==> src/rtl/instr_prefetch_buffer_if.sv <==
// ============================================================================
// Module : instr_prefetch_buffer_if
// Brief  : Memory-side and IF-stage-side signals of the instruction prefetch buffer.
// Rev    : 1.0 - initial release
// ============================================================================
`default_nettype none

interface instr_prefetch_buffer_if #(
  parameter int ADDR_W = 32,
  parameter int DATA_W = 32
);
  logic              imem_req;
  logic [ADDR_W-1:0] imem_addr;
  logic              imem_rvalid;
  logic [DATA_W-1:0] imem_rdata;
  logic              redirect;
  logic [ADDR_W-1:0] redirect_pc;
  logic              if_ready;
  logic              if_valid;
  logic [ADDR_W-1:0] if_pc;
  logic [DATA_W-1:0] if_instr;

  // The prefetch buffer itself.
  modport master (
    output imem_req, imem_addr, if_valid, if_pc, if_instr,
    input  imem_rvalid, imem_rdata, redirect, redirect_pc, if_ready
  );

  // Memory plus core environment.
  modport slave (
    input  imem_req, imem_addr, if_valid, if_pc, if_instr,
    output imem_rvalid, imem_rdata, redirect, redirect_pc, if_ready
  );
endinterface

`default_nettype wire

==> src/rtl/instr_prefetch_buffer.sv <==
// ============================================================================
// Module : instr_prefetch_buffer
// Brief  : Sequential instruction prefetch FIFO with redirect flush, one fetch
//          in flight. Optional same-cycle bypass when built with PF_BYPASS_EN.
// Rev    : 1.0 - initial release
// ============================================================================
`default_nettype none

module instr_prefetch_buffer #(
  parameter int                DEPTH    = 4,
  parameter int                ADDR_W   = 32,
  parameter int                DATA_W   = 32,
  parameter logic [ADDR_W-1:0] RESET_PC = '0
) (
  input  logic                      clk,
  input  logic                      rst,
  instr_prefetch_buffer_if.master   bus
);

  localparam int               PTR_W     = $clog2(DEPTH);
  localparam int               CNT_W     = PTR_W + 1;
  localparam logic [CNT_W-1:0] DEPTH_CNT = CNT_W'(DEPTH);

  typedef enum logic [1:0] {
    ST_RUN     = 2'd0,
    ST_WAIT    = 2'd1,
    ST_DISCARD = 2'd2
  } state_t;

  state_t            state_q, state_d;
  logic [ADDR_W-1:0] fetch_pc_q, fetch_pc_d;
  logic [CNT_W-1:0]  count_q, count_d;
  logic [PTR_W-1:0]  rd_ptr_q, rd_ptr_d;
  logic [PTR_W-1:0]  wr_ptr_q, wr_ptr_d;
  logic [ADDR_W-1:0] pc_mem_q    [DEPTH];
  logic [ADDR_W-1:0] pc_mem_d    [DEPTH];
  logic [DATA_W-1:0] instr_mem_q [DEPTH];
  logic [DATA_W-1:0] instr_mem_d [DEPTH];

  logic fifo_empty;
  logic resp_keep;
  logic bypass;
  logic bypass_take;
  logic push;
  logic pop;
  logic req;

  always_comb begin
    fifo_empty = (count_q == '0);
    resp_keep  = (state_q == ST_WAIT) && bus.imem_rvalid && !bus.redirect;
`ifdef PF_BYPASS_EN
    bypass      = resp_keep && fifo_empty;
    bypass_take = bypass && bus.if_ready;
`else
    bypass      = 1'b0;
    bypass_take = 1'b0;
`endif
    push = resp_keep && !bypass_take;
    pop  = !fifo_empty && bus.if_ready && !bus.redirect;
    // A request reserves a slot, so count plus in-flight never exceeds DEPTH.
    req  = rst && (state_q == ST_RUN) && !bus.redirect && (count_q < DEPTH_CNT);
  end

  always_comb begin
    state_d     = state_q;
    fetch_pc_d  = fetch_pc_q;
    count_d     = count_q;
    rd_ptr_d    = rd_ptr_q;
    wr_ptr_d    = wr_ptr_q;
    pc_mem_d    = pc_mem_q;
    instr_mem_d = instr_mem_q;

    case (state_q)
      ST_RUN: begin
        if (req) state_d = ST_WAIT;
      end
      ST_WAIT: begin
        if (bus.redirect) begin
          state_d = bus.imem_rvalid ? ST_RUN : ST_DISCARD;
        end else if (bus.imem_rvalid) begin
          state_d    = ST_RUN;
          fetch_pc_d = fetch_pc_q + ADDR_W'(4);
        end
      end
      ST_DISCARD: begin
        if (bus.imem_rvalid) state_d = ST_RUN;
      end
      default: state_d = ST_RUN;
    endcase

    if (bus.redirect) begin
      count_d    = '0;
      rd_ptr_d   = '0;
      wr_ptr_d   = '0;
      fetch_pc_d = {bus.redirect_pc[ADDR_W-1:2], 2'b00};
    end else begin
      if (push) begin
        pc_mem_d[wr_ptr_q]    = fetch_pc_q;
        instr_mem_d[wr_ptr_q] = bus.imem_rdata;
        wr_ptr_d              = wr_ptr_q + PTR_W'(1);
      end
      if (pop) rd_ptr_d = rd_ptr_q + PTR_W'(1);
      case ({push, pop})
        2'b10:   count_d = count_q + CNT_W'(1);
        2'b01:   count_d = count_q - CNT_W'(1);
        default: count_d = count_q;
      endcase
    end
  end

  always_ff @(posedge clk or negedge rst) begin
    if (!rst) begin
      state_q    <= ST_RUN;
      fetch_pc_q <= RESET_PC;
      count_q    <= '0;
      rd_ptr_q   <= '0;
      wr_ptr_q   <= '0;
      for (int i = 0; i < DEPTH; i++) begin
        pc_mem_q[i]    <= '0;
        instr_mem_q[i] <= '0;
      end
    end else begin
      state_q     <= state_d;
      fetch_pc_q  <= fetch_pc_d;
      count_q     <= count_d;
      rd_ptr_q    <= rd_ptr_d;
      wr_ptr_q    <= wr_ptr_d;
      pc_mem_q    <= pc_mem_d;
      instr_mem_q <= instr_mem_d;
    end
  end

  always_comb begin
    bus.imem_req  = req;
    bus.imem_addr = fetch_pc_q;
    bus.if_valid  = !fifo_empty || bypass;
    if (!fifo_empty) begin
      bus.if_pc    = pc_mem_q[rd_ptr_q];
      bus.if_instr = instr_mem_q[rd_ptr_q];
    end else if (bypass) begin
      bus.if_pc    = fetch_pc_q;
      bus.if_instr = bus.imem_rdata;
    end else begin
      bus.if_pc    = '0;
      bus.if_instr = '0;
    end
  end

endmodule

`default_nettype wire

==> src/flat_wrapper.sv <==
// flat-port wrapper written by rule: the top's interface ports become plain ports
module instr_prefetch_buffer_flat 
#(
  parameter int                DEPTH    = 4,
  parameter int                ADDR_W   = 32,
  parameter int                DATA_W   = 32,
  parameter logic [ADDR_W-1:0] RESET_PC = '0
)
  (clk, rst, bus_imem_req, bus_imem_addr, bus_if_valid, bus_if_pc, bus_if_instr, bus_imem_rvalid, bus_imem_rdata, bus_redirect, bus_redirect_pc, bus_if_ready);
  instr_prefetch_buffer_if #(.ADDR_W(ADDR_W), .DATA_W(DATA_W)) bus_i ();
  input  logic clk;
  input  logic rst;
  output wire logic [$bits(bus_i.imem_req)-1:0] bus_imem_req;
  output wire logic [$bits(bus_i.imem_addr)-1:0] bus_imem_addr;
  output wire logic [$bits(bus_i.if_valid)-1:0] bus_if_valid;
  output wire logic [$bits(bus_i.if_pc)-1:0] bus_if_pc;
  output wire logic [$bits(bus_i.if_instr)-1:0] bus_if_instr;
  input wire logic [$bits(bus_i.imem_rvalid)-1:0] bus_imem_rvalid;
  input wire logic [$bits(bus_i.imem_rdata)-1:0] bus_imem_rdata;
  input wire logic [$bits(bus_i.redirect)-1:0] bus_redirect;
  input wire logic [$bits(bus_i.redirect_pc)-1:0] bus_redirect_pc;
  input wire logic [$bits(bus_i.if_ready)-1:0] bus_if_ready;
  assign bus_imem_req = bus_i.imem_req;
  assign bus_imem_addr = bus_i.imem_addr;
  assign bus_if_valid = bus_i.if_valid;
  assign bus_if_pc = bus_i.if_pc;
  assign bus_if_instr = bus_i.if_instr;
  assign bus_i.imem_rvalid = bus_imem_rvalid;
  assign bus_i.imem_rdata = bus_imem_rdata;
  assign bus_i.redirect = bus_redirect;
  assign bus_i.redirect_pc = bus_redirect_pc;
  assign bus_i.if_ready = bus_if_ready;
  instr_prefetch_buffer #(.DEPTH(DEPTH), .ADDR_W(ADDR_W), .DATA_W(DATA_W), .RESET_PC(RESET_PC)) u_core (.clk(clk), .rst(rst), .bus(bus_i));
endmodule
==> config.mk <==
export PLATFORM = sky130hd
export DESIGN_NAME = instr_prefetch_buffer_flat
export DESIGN_NICKNAME = d
export VERILOG_FILES = /design/src/rtl/instr_prefetch_buffer_if.sv /design/src/rtl/instr_prefetch_buffer.sv /design/src/flat_wrapper.sv
export SDC_FILE = /design/constraint.sdc
export NUM_CORES = 1
export LEC_CHECK = 0
export CORE_MARGIN = 4
export CORE_UTILIZATION = 60
export DETAILED_ROUTE_END_ITERATION = 7
export PLACE_DENSITY_LB_ADDON = 0.1
export SLEW_MARGIN = 20
export SYNTH_ARGS = -nofsm -noshare
export SYNTH_HDL_FRONTEND = slang
export SYNTH_SLANG_ARGS = --single-unit
export TNS_END_PERCENT = 50
==> constraint.sdc <==
create_clock -name clk -period 6.8 [get_ports clk]
set_input_delay 1.02 -clock clk [delete_from_list [all_inputs] [get_ports clk]]
set_output_delay 1.02 -clock clk [all_outputs]
set_load 0.03 [all_outputs]
-- Yosys cells after proc, flatten, opt, wreduce, memory -nomap -nowiden
Index checks and enable logic that the tools add are counted.
- $add $sub $neg: 5
- order comparisons: 4
- equality and inequality tests: 5
- multiplexer cells: 26
- bitwise gates (word level): 3
- reduce and logical (&&, ||, !) cells: 19
- operator list (cell ; count):
    $mux 32 ; 10
    $bwmux 128 ; 2
    $bmux 32 s2 ; 2
    $demux 32 s2 ; 1
    $add 32x3->32 const B ; 1
    $mux 2 ; 8
    $logic_and 1x1->1 ; 8
    $reduce_bool 2->1 ; 4
    $ge 3x3->1 const B ; 2
    $not 2->3 ; 2
    $pmux 2 s3 ; 1
    $pmux 3 s2 ; 1
    $add 2x1->2 const B ; 2
    $eq 2x1->1 const B ; 2
    $eq 2x2->1 const B ; 2
    $reduce_and 2->1 ; 2
    $add 3x1->3 const B ; 1
    $logic_not 3->1 ; 1
    $lt 3x1->1 const B ; 1
    $lt 3x3->1 const B ; 1
    $mux 3 ; 1
    $reduce_bool 3->1 ; 1
    $sub 3x1->3 const B ; 1
    $logic_not 1->1 ; 2
    other kinds (3) ; 3
- register bits: 297

-- Longest topological paths before layout
- word-level depth: 7
- depth in mapped cells: 8
- mapped depth without buffers: 6

-- Worst setup path before layout
OpenSTA, ideal clock, no wires.
- path type: input -> register
- start point: in bus_redirect
- end point: reg u_core.count_q[2]
- library setup time: 119 ps
- data arrival time: 2962 ps
- required time: 6681 ps
- setup slack: 3720 ps
- cell stages on the path: 8
- path buffers: 3
- cell sequence: clkbuf_1 > clkbuf_1 > clkbuf_1 > nor3_1 > fa_1 > or3_1 > and3_1 > o21a_1
- cells in the longest elaborated chain, start to end: 5
- elaborated cells between the ends (all ways): 8
- classes of those cells: eq/ne (2); mux (2); reduce/logical (4)
- ends and longest elaborated chain (element ; line ; source):
    start, declared ; flat_wrapper.sv:20 ; input wire logic [$bits(bus_i.redirect)-1:0] bus_redirect;
    $logic_not 1->1 ; instr_prefetch_buffer.sv:50, instr_prefetch_buffer.sv:59 ;
    $logic_and 1x1->1, on equally long branches ; instr_prefetch_buffer.sv:59, instr_prefetch_buffer.sv:50 ;
    $eq 2x1->1 or $eq 2x2->1 (tied branches) ; instr_prefetch_buffer.sv:103 ; case ({push, pop})
    $pmux 3 s2 ; instr_prefetch_buffer.sv:103 ;
    $mux 3 ; instr_prefetch_buffer.sv:91 ; if (bus.redirect) begin
    end signal, assigned ; instr_prefetch_buffer.sv:125 ; count_q <= count_d;
    end, declared ; instr_prefetch_buffer.sv:32 ; logic [CNT_W-1:0] count_q, count_d;
Several ways; a longest one is shown, not always the timed one.
A chain may end at the register's enable or synchronous reset.

-- Worst setup path after layout
- start point: reg u_core.count_q[2]
- end point: out bus_if_instr[0]
- cells in the longest elaborated chain, start to end: 2
- ends and longest elaborated chain (element ; line ; source):
    $logic_not 3->1 ; instr_prefetch_buffer.sv:49 ; fifo_empty = (count_q == '0);
    $mux 32 ; instr_prefetch_buffer.sv:137 ; if (!fifo_empty) begin
    end, declared ; flat_wrapper.sv:17 ; output wire logic [$bits(bus_i.if_instr)-1:0] bus_if_instr;
No other way between the ends.

==> results.yml <==
global_routing:
  grt_max_degree: 95
  grt.met3_usage_pct: 3.71
  grtUsageMet1_pct: 33.6
  grt_pass1_vias: 8849
  grt_usage_pct: 24.0
  grt.overflow.total: 0
  grt_pass1_wl_microns: 47700
  antenna_found_initial: 0
  grt.met2_usage_pct: 40.6
  grt.busiest_layer: "met2"
floorplanning:
  row_count: 54
  die_x_microns: 157
  io_pins: 167
  die-area_sq_mm: 0.0247
  dieHeight_microns: 157
  initial_utilization_pct: 61.1
  core_sq_mm: 0.0219
placement:
  io_buffers: 160
  gp_congestion: 0.764
  dp_slack_ns: 2.75
  hpwl_microns: 16800
sta:
  setup_tns_ns: 0
  max_slew_margin_pct: 29.0
  hold_ws_ns: 0.468
  min_period_ns: 3.98
  slew_viol_final: 0
  hold_violations: 0
  clock_skew_ns: 0.0143
  rsz0062_at_grt: "false"
  finalSetupViolations: 0
  finalWorstSetupSlack_ns: 2.82
  worst_pin_slew_ns: 1.06
  fmaxAchievable_mhz: 251
  fin_crit_sh_pct: 58.6
synthesis:
  yosys.area.top_type: "dfrtp_1"
  synth_seq_cells: 287
  ys.flop_type: "dfrtp_1"
  synth_edf_count: 0
  yosysSeqAreaShare_pct: 53.7
  async_flop_share_pct: 100
  synth_commonest_cells: "dfrtp_1, mux2_2, and2_1"
  netlist_top_cells_area: "dfrtp_1, mux2_2, mux4_2"
  synth.top_cell.area_share_pct: 53.7
  yosysWarnings: 0
  syn_avg_cell_area_sq_um: 14.1
  synthCells: 946
  synthesis.area_sq_mm: 0.0134
  synthDistinctLibCells: 42
  synth.most_common_cell: "dfrtp_1"
setup_path:
  worstSetupEndpointType: "output pin"
  critical_path_class: "reg2out"
  rr_worst_depth: 4
  cp.required_ns: 5.78
  start_kind: "register"
  rrSetupSlack_ns: 4.14
  critPathArrivalTime_ns: 2.96
  cp_max_fo: 44
flow_run:
  maxCapViolations: 0
detailed_routing:
  finalWirelength_microns: 28700
  drtAntennaViolNets: 0
  dr.pass1.iters: 4
  num_vias: 8285
  avgRoutedWirePerCell_microns: 20.9
  drcViolationCount: 0
  first_iter_violations: 361
  viasPerCell: 6.03
final_layout:
  antenna_cells: 0
  layout-drive-gt1-share_pct: 35.2
  area_growth_pct: 20.9
  regArea_sq_mm: 0.00719
  multi_input_area_sq_mm: 0.00586
  nets: 1145
  fill_cells: 1464
cts:
  post_cts_resized: 0
  cts_buffer_depth: 3
  clk_pin_slew_worst_paths_ns: 0.06
  cts_tree: "built"
  clkSinkCount: 287
  clockRootBuffer: "clkbuf_16"
  hold_buffers: 0
  cts_buffers: 31
  post_cts_buffers: 0
  htree_levels: 1
  clk-insertion-delay-late_ns: 0.54
power_and_ir_drop:
  p_leak_uw: 0.00730
  p_per_area_mw_per_mm2: 390
  peakVddDrop_v: 0.000357
outcome:
  status: "finished, final reports clean"
min_path:
  hp-class: "in2async"
## critical path, stage by stage (launching register included)
cell and delay (ns):
dfrtp_1 0.42, or3_2 0.75, buf_4 0.39, and2_1 0.24, clkdlybuf4s50_1 0.60
## stage by stage
stage	util (%)	std cells	instance area [sq um]	total power (uW)
2_1_floorplan	-	949	13400	3790
5_1_grt	73.8	1373	16200	6620
3_3_place_gp	68.9	1316	15100	4580
4_1_cts	73.7	1372	16100	6340
3_5_place_dp	68.9	1316	15100	4630
6_report	73.8	1373	16200	6300
## layer usage
metal | share of wire, % | vias up
met5 | 0 | -
met4 | 2.0 | 0
met3 | 5.0 | 39
met2 | 50 | 195
met1 | 43 | 4339
li1 | - | 3712
## state kept, by name, summed over array words and instances, names as in the netlist
signal / count
u_core.rd_ptr_q: 2
u_core.state_q: 2
u_core.count_q: 3
u_core.pc_mem_q: 120
u_core.bus.imem_addr: 30
u_core.wr_ptr_q: 2
u_core.instr_mem_q: 128
## kinds of logic (layout without fill, tap and decap cells)
group                      count (synthesis)  count (layout)  synth area share (%)
AOI/OAI and AO/OA                         55              55                  2.68
and+or+nand+nor                          186             186                  7.85
adders and majority gates                  6               6                 0.618
buffers and inverters                     86             230                  2.77
other                                      1               4                0.0280
xor gates and xnor gates                  13              13                 0.852
muxes                                    312             312                  31.5
DFF                                      287             287                  53.7
## report_power, final
part | internal [uW] | leakage [uW] | total, uW | switching (uW)
clock | 1040 | 0.000532 | 1700 | 657
combinational | 1190 | 0.00298 | 2330 | 1140
sequential | 2030 | 0.00379 | 2270 | 245
total | 4260 | 0.00730 | 6300 | 2040
## layout by cell type, fill, tap and decap left out, types with 2 or more instances in the layout
cell type / count
and2_1: 63
conb_1: 4
nand2_4: 4
o31ai_1: 15
clkinv_2: 10
or4_1: 19
dfrtp_4: 2
nor3_1: 6
nand3_1: 11
xor2_1: 4
nand2_1: 28
ha_1: 5
o31a_1: 2
a31oi_1: 18
or2_2: 2
or3_1: 6
inv_1: 6
nand4_1: 5
clkbuf_16: 31
o21ai_0: 13
mux2_2: 248
clkbuf_8: 9
buf_4: 7
a21oi_1: 3
xnor2_1: 9
clkbuf_1: 3
bufinv_16: 3
and3_1: 5
mux4_2: 62
nor4_1: 5
mux2i_1: 2
dfrtp_1: 285
clkdlybuf4s50_1: 159
nor2_1: 25
## path summary, 6_finish.rpt
kind / start / end
max in group asynchronous: rst / u_core.pc_mem_q[122]
setup reg to reg: u_core.bus.imem_addr[4] / u_core.bus.imem_addr[27]
hold reg to reg: u_core.pc_mem_q[20] / u_core.pc_mem_q[20]
hold / removal: rst / u_core.instr_mem_q[125]
min in group clk: u_core.pc_mem_q[20] / u_core.pc_mem_q[20]
setup / recovery: u_core.count_q[2] / bus_if_instr[0]
## layout make-up
cell class / count / share of cell area (%)
clock buffers: 43 / 5.64
flip-flops and latches: 287 / 44.5
well taps: 280 / 2.17
clock inverters: 13 / 0.867
multi-input cells: 576 / 36.3
inverters: 6 / 0.139
repair buffers: 168 / 10.4
Note: power is estimated with default switching activity, not from simulation.
